==> src/rtl/fpu_pkg.sv <==
// Shared widths, opcodes, result-byte layout and FSM encoding for the FP compare unit.
package fpu_pkg;

    localparam int unsigned DATA_W = 32;
    localparam int unsigned OP_W   = 3;
    localparam int unsigned RES_W  = 8;
    localparam int unsigned EXP_W  = 8;
    localparam int unsigned MAN_W  = 23;
    localparam int unsigned MAG_W  = EXP_W + MAN_W;

    // Compare opcodes; anything above OP_LE is illegal
    localparam logic [OP_W-1:0] OP_EQ = 3'd0;
    localparam logic [OP_W-1:0] OP_LT = 3'd1;
    localparam logic [OP_W-1:0] OP_LE = 3'd2;

    // Result-byte bit positions
    localparam int unsigned RES_CMP_BIT     = 0;
    localparam int unsigned RES_UNORD_BIT   = 1;
    localparam int unsigned RES_ILLEGAL_BIT = 7;

    typedef enum logic [1:0] {
        ST_COLLECT = 2'd0,
        ST_COMPARE = 2'd1,
        ST_DONE    = 2'd2
    } fcmp_state_e;

    // Captured operand set handed to the comparator
    typedef struct packed {
        logic [DATA_W-1:0] a;
        logic [DATA_W-1:0] b;
        logic [OP_W-1:0]   op;
    } fcmp_req_t;

endpackage

==> src/rtl/fcmp_core.sv <==
// Combinational single-precision compare with denormal flush, NaN detection and opcode decode.
module fcmp_core
    import fpu_pkg::*;
(
    input  logic [DATA_W-1:0] a,
    input  logic [DATA_W-1:0] b,
    input  logic [OP_W-1:0]   op,
    output logic [RES_W-1:0]  result
);

    logic              nan_a;
    logic              nan_b;
    logic              unord;
    logic [MAG_W-1:0]  mag_a;
    logic [MAG_W-1:0]  mag_b;
    logic signed [DATA_W-1:0] key_a;
    logic signed [DATA_W-1:0] key_b;
    logic              eq;
    logic              lt;

    // Map each operand to a signed key whose integer order matches float order
    always_comb begin
        nan_a = (&a[DATA_W-2 -: EXP_W]) && (|a[MAN_W-1:0]);
        nan_b = (&b[DATA_W-2 -: EXP_W]) && (|b[MAN_W-1:0]);
        unord = nan_a || nan_b;

        // Exponent zero flushes to zero; magnitude 0 makes +0/-0 identical keys
        mag_a = (a[DATA_W-2 -: EXP_W] == '0) ? '0 : a[MAG_W-1:0];
        mag_b = (b[DATA_W-2 -: EXP_W] == '0) ? '0 : b[MAG_W-1:0];

        key_a = a[DATA_W-1] ? -$signed({1'b0, mag_a}) : $signed({1'b0, mag_a});
        key_b = b[DATA_W-1] ? -$signed({1'b0, mag_b}) : $signed({1'b0, mag_b});

        eq = (key_a == key_b);
        lt = (key_a < key_b);
    end

    // Assemble result byte
    always_comb begin
        result                = '0;
        result[RES_UNORD_BIT] = unord;
        if (op > OP_LE) begin
            result[RES_ILLEGAL_BIT] = 1'b1;
        end else if (!unord) begin
            case (op)
                OP_EQ:   result[RES_CMP_BIT] = eq;
                OP_LT:   result[RES_CMP_BIT] = lt;
                OP_LE:   result[RES_CMP_BIT] = lt || eq;
                default: result[RES_CMP_BIT] = 1'b0;
            endcase
        end
    end

endmodule

==> src/rtl/fcmp_unit.sv <==
// Three-channel operand collector feeding fcmp_core, with a one-cycle result strobe.
module fcmp_unit
    import fpu_pkg::*;
(
    input  logic              clk,
    input  logic              rstn,
    input  logic [DATA_W-1:0] in_a,
    input  logic              in_valid_a,
    output logic              in_ready_a,
    input  logic [DATA_W-1:0] in_b,
    input  logic              in_valid_b,
    output logic              in_ready_b,
    input  logic [OP_W-1:0]   in_op,
    input  logic              in_valid_op,
    output logic              in_ready_op,
    output logic [RES_W-1:0]  fcmp_out,
    output logic              fcmp_out_valid
);

    fcmp_state_e      state_q;
    fcmp_state_e      state_d;
    fcmp_req_t        req_q;
    fcmp_req_t        req_d;
    logic             full_a_q;
    logic             full_b_q;
    logic             full_op_q;
    logic             full_a_d;
    logic             full_b_d;
    logic             full_op_d;
    logic             ready_a_d;
    logic             ready_b_d;
    logic             ready_op_d;
    logic [RES_W-1:0] out_d;
    logic             out_valid_d;
    logic [RES_W-1:0] cmp_result_c;

    fcmp_core u_core (
        .a      (req_q.a),
        .b      (req_q.b),
        .op     (req_q.op),
        .result (cmp_result_c)
    );

    // Next-state, capture and output decode
    always_comb begin
        state_d     = state_q;
        req_d       = req_q;
        full_a_d    = full_a_q;
        full_b_d    = full_b_q;
        full_op_d   = full_op_q;
        out_d       = fcmp_out;
        out_valid_d = 1'b0;

        case (state_q)
            ST_COLLECT: begin
                if (in_valid_a && in_ready_a) begin
                    req_d.a  = in_a;
                    full_a_d = 1'b1;
                end
                if (in_valid_b && in_ready_b) begin
                    req_d.b  = in_b;
                    full_b_d = 1'b1;
                end
                if (in_valid_op && in_ready_op) begin
                    req_d.op  = in_op;
                    full_op_d = 1'b1;
                end
                if (full_a_d && full_b_d && full_op_d) begin
                    state_d = ST_COMPARE;
                end
            end
            ST_COMPARE: begin
                out_d       = cmp_result_c;
                out_valid_d = 1'b1;
                state_d     = ST_DONE;
            end
            ST_DONE: begin
                full_a_d  = 1'b0;
                full_b_d  = 1'b0;
                full_op_d = 1'b0;
                state_d   = ST_COLLECT;
            end
            default: begin
                full_a_d  = 1'b0;
                full_b_d  = 1'b0;
                full_op_d = 1'b0;
                state_d   = ST_COLLECT;
            end
        endcase

        // Readies are registered: open only in COLLECT for empty slots
        ready_a_d  = (state_d == ST_COLLECT) && !full_a_d;
        ready_b_d  = (state_d == ST_COLLECT) && !full_b_d;
        ready_op_d = (state_d == ST_COLLECT) && !full_op_d;
    end

    // State, capture and output registers; reset aborts any operation in flight
    always_ff @(posedge clk or negedge rstn) begin
        if (!rstn) begin
            state_q        <= ST_COLLECT;
            req_q          <= '0;
            full_a_q       <= 1'b0;
            full_b_q       <= 1'b0;
            full_op_q      <= 1'b0;
            in_ready_a     <= 1'b1;
            in_ready_b     <= 1'b1;
            in_ready_op    <= 1'b1;
            fcmp_out       <= '0;
            fcmp_out_valid <= 1'b0;
        end else begin
            state_q        <= state_d;
            req_q          <= req_d;
            full_a_q       <= full_a_d;
            full_b_q       <= full_b_d;
            full_op_q      <= full_op_d;
            in_ready_a     <= ready_a_d;
            in_ready_b     <= ready_b_d;
            in_ready_op    <= ready_op_d;
            fcmp_out       <= out_d;
            fcmp_out_valid <= out_valid_d;
        end
    end

endmodule

==> config.mk <==
export PLATFORM = sky130hd
export DESIGN_NAME = fcmp_unit
export DESIGN_NICKNAME = d
export VERILOG_FILES = /design/src/rtl/fpu_pkg.sv /design/src/rtl/fcmp_core.sv /design/src/rtl/fcmp_unit.sv
export SDC_FILE = /design/constraint.sdc
export NUM_CORES = 1
export LEC_CHECK = 0
export CORE_MARGIN = 3
export CORE_UTILIZATION = 45
export DETAILED_ROUTE_END_ITERATION = 8
export DONT_BUFFER_PORTS = 1
export PLACE_DENSITY_LB_ADDON = 0.08
export SYNTH_ARGS = -nofsm -noshare
export SYNTH_HDL_FRONTEND = slang
export SYNTH_SLANG_ARGS = --single-unit
==> constraint.sdc <==
create_clock -name clk -period 10 [get_ports clk]
set_input_delay 1 -clock clk [delete_from_list [all_inputs] [get_ports clk]]
set_output_delay 1 -clock clk [all_outputs]
set_load 0.02 [all_outputs]
==> impl_results.md <==
- R2r startpoint: req_q[26]
- Die Y: 116.1 um
- Worst-path clk slew: 0.06 ns
- Synthesized flop and latch total: 78
- Peak supply drop: 170.5 uV
- CTS Hold Bufs: 0
- CTS tree: done
- Fraction of layout cells with a size suffix above 1: 0.1616
- Gpl congestion: 0.8740
- Final antenna-violating net count: 0
- Initial Utilization: 0.4694
- Number of CTS-inserted buffers: 9
- Final hold vios: 0
- Adder-cell share of the synthesized area: 0.07804
- Pwr per Cell Area: 396.5 nW/um^2
- DR WL/cell: 19.27 um
- Layout area overhead: 6.541%
- # Max-Cap Violations: 0
- Final worst slack: 5.490 ns
- FP Rows: 39
- Class of the worst hold path: input port to asynchronous set/reset pin
- Clock sink count: 78
- Simple logic cell fraction of the synthesized area: 0.1620
- # IOs: 84
- Post-Synthesis Cells: 575
- Clock power frac: 0.142
- Total track usage: 0.2144
- Hpwl dp: 10350 um
- Syn_area_per_cell: 9.481 sq um
- Most frequent cells in the layout: dfrtp_1, mux2_2, nand2_1, nor2_1, ha_1
- GR Overflow Total: 0
- Synth Area in XOR/XNOR: 0.06266
- Post-Syn Area: 5451 sq um
- Max_slew headroom: 0.2790
- Worst path required time: 10.24 ns
- EDFF count, synth: 0
- Max clock buf depth: 2
- Static leakage: 2.312 nW
- Comb pwr share: 0.536
- Measured slew at the worst slew-check pin: 1.082 ns
- Minimum clock period: 4.510 ns
- Cell-internal power: 0.001263 W
- FILL cells: 1095
- Total Routed Length: 13610 um
- Switching Fraction: 0.4516
- Most area-consuming cells after synthesis: dfrtp_1, mux2_2, ha_1
- Yosys top cell area share: 0.3443
- Post-CTS sizing: 0
- Via density: 6.135
- Sw power: 0.001040 W
- Clk_lat worst skew: 0.35 ns
- Crit path max fanout: 24
- Die area: 13470 sq um
- First-pass GRT wire length: 22290 um
- Core area: 11610 sq um
- Max Clock Freq: 0.2217 GHz
- Die W: 116.1 um
- Initial DRC Count: 426
- Synth Flop Type: dfrtp_1
- Total negative setup slack: 0 ns
- Register area share after synthesis: 0.3587
- Htree depth: 3
- Multiplexer share of the synthesized area: 0.1260
- Antenna violations before repair: 0
- Nets@finish: 664
- Outcome: finished, final reports clean
- TritonRoute pass-1 iters: 4
- CP startpoint kind: register
- Vias in the first global route: 4317
- Antenna cells: 0
- Layout Skew: 0.007668 ns
- Root buf cell: clkbuf_16
- Post-CTS Setup Repair Bufs: 0
- Final cycle utilization of the critical path: 0.4510
- Commonest non-fill, non-tap cell in the layout: dfrtp_1
- Seq pwr share: 0.322
- IO buf count: 0
- RSZ-0062 raised after global routing: false
- Reg2Reg Depth: 13
- Crit path launch: req_q[26]
- Post-route DRC: 0
- Slew Limit Fails: 0
- Crit Path Class: register to register
- DR vias: 4331
- Yosys warning total: 0
- Synth Area in Compound Gates: 0.1754
- Share of synthesized registers carrying an async set or reset: 1.000
- Crit end category: register
- DP Worst Slack: 5.543 ns
- Count of cell types in the netlist: 58
- Largest area contributor in the netlist: dfrtp_1
- Worst path arrival time: 4.75 ns
- # setup viols final: 0
- Main combinational cell family by area after synthesis: compound AO/OA/AOI/OAI gates
- Min Hold Slack: 0.3468 ns
- Largest net degree at the start of global routing: 79
power by group through the flow:
stage	clock, W	combinational [W]	sequential, W
after global placement	0	0.00121	0.000738
after global routing	0.000350	0.00143	0.000776
final	0.000326	0.00123	0.000742
after floorplan	0	0.00102	0.000633
after detailed placement	0	0.00124	0.000743
after CTS	0.000337	0.00125	0.000738
cells by family after synthesis:
logic type / count (synthesis)
simple gates: 178
compound gates: 137
flops: 78
mux: 61
buf+inv: 47
xor+xnor: 39
fa+ha+maj: 34
other cells: 1
per-stage QoR:
step                      power, W  utilization  cell area [sq um]  instances
final                     0.002303       0.5001               5808        706
after global routing      0.002554       0.5001               5808        706
after CTS                 0.002324       0.5001               5808        706
after detailed placement  0.001983       0.4748               5514        690
after global placement    0.001947       0.4748               5514        690
after floorplan           0.001655            -               5466        579
state kept, by name (all words and copies together), names as in the netlist:
name,flops
full_b_q,1
fcmp_out_valid,1
full_op_q,1
fcmp_out,3
state_q,1
in_ready_a,1
in_ready_b,1
req_q,67
in_ready_op,1
full_a_q,1
critical path, stage by stage (launching register included):
cell and delay (ns):
dfrtp_1 0.44, or4_1 0.58, or2_2 0.52, nand2_1 0.17
ha_1 0.41, o21ai_1 0.26, and2_1 0.26, xor2_1 0.17
ha_1 0.32, nand4_1 0.13, or4_1 0.61, o211ai_1 0.21
a31oi_1 0.07, a221oi_1 0.24
area by class of cell:
class,instances,area [sq um],share of cell area
timing repair buffer,3,22.52,0.003878
clock buffer,12,246.5,0.04244
sequential,78,1956,0.3367
multi-input combinational,454,3312,0.5702
clock inverter,4,47.55,0.008186
tap,143,178.9,0.03081
inverter,12,45.04,0.007755
synth_stat cells (4+ instances only):
master     n
buf_4      5
nand4_1   15
o211ai_1   4
o311ai_0   4
and3_1     4
nand2_1   48
nor2_1    46
a21oi_1   26
o41ai_1    8
or4_1     12
a21o_1     5
a31oi_1    7
mux2_2    61
nand3_1    8
inv_1     12
clkbuf_1  22
o2111a_1   6
dfrtp_1   75
xor2_1    20
nor3_1    13
nor4_1     9
a211oi_1   8
o21ai_0   27
buf_1      5
or3_1      4
xnor2_1   19
o31ai_1   12
or2_2      7
ha_1      34
per-layer routing:
metal / global-route usage / wire length, um / vias up
met2: 0.3272 / 6270 / 116
met3: 0.07781 / 896 / 12
met5: 0 / 0 / -
li1: - / - / 2114
met1: 0.2855 / 6240 / 2089
met4: 0.06574 / 200 / 0
final timing paths:
kind / to / slack, ns
max: fcmp_out[0] / 5.49
min: fcmp_out[0] / 0.35
max reg2reg: fcmp_out[0] / 5.49
min reg2reg: full_a_q / 0.50
max in group asynchronous: in_ready_b / 9.42
min in group clk: full_a_q / 0.50
Power figures use the tool's default switching activity.
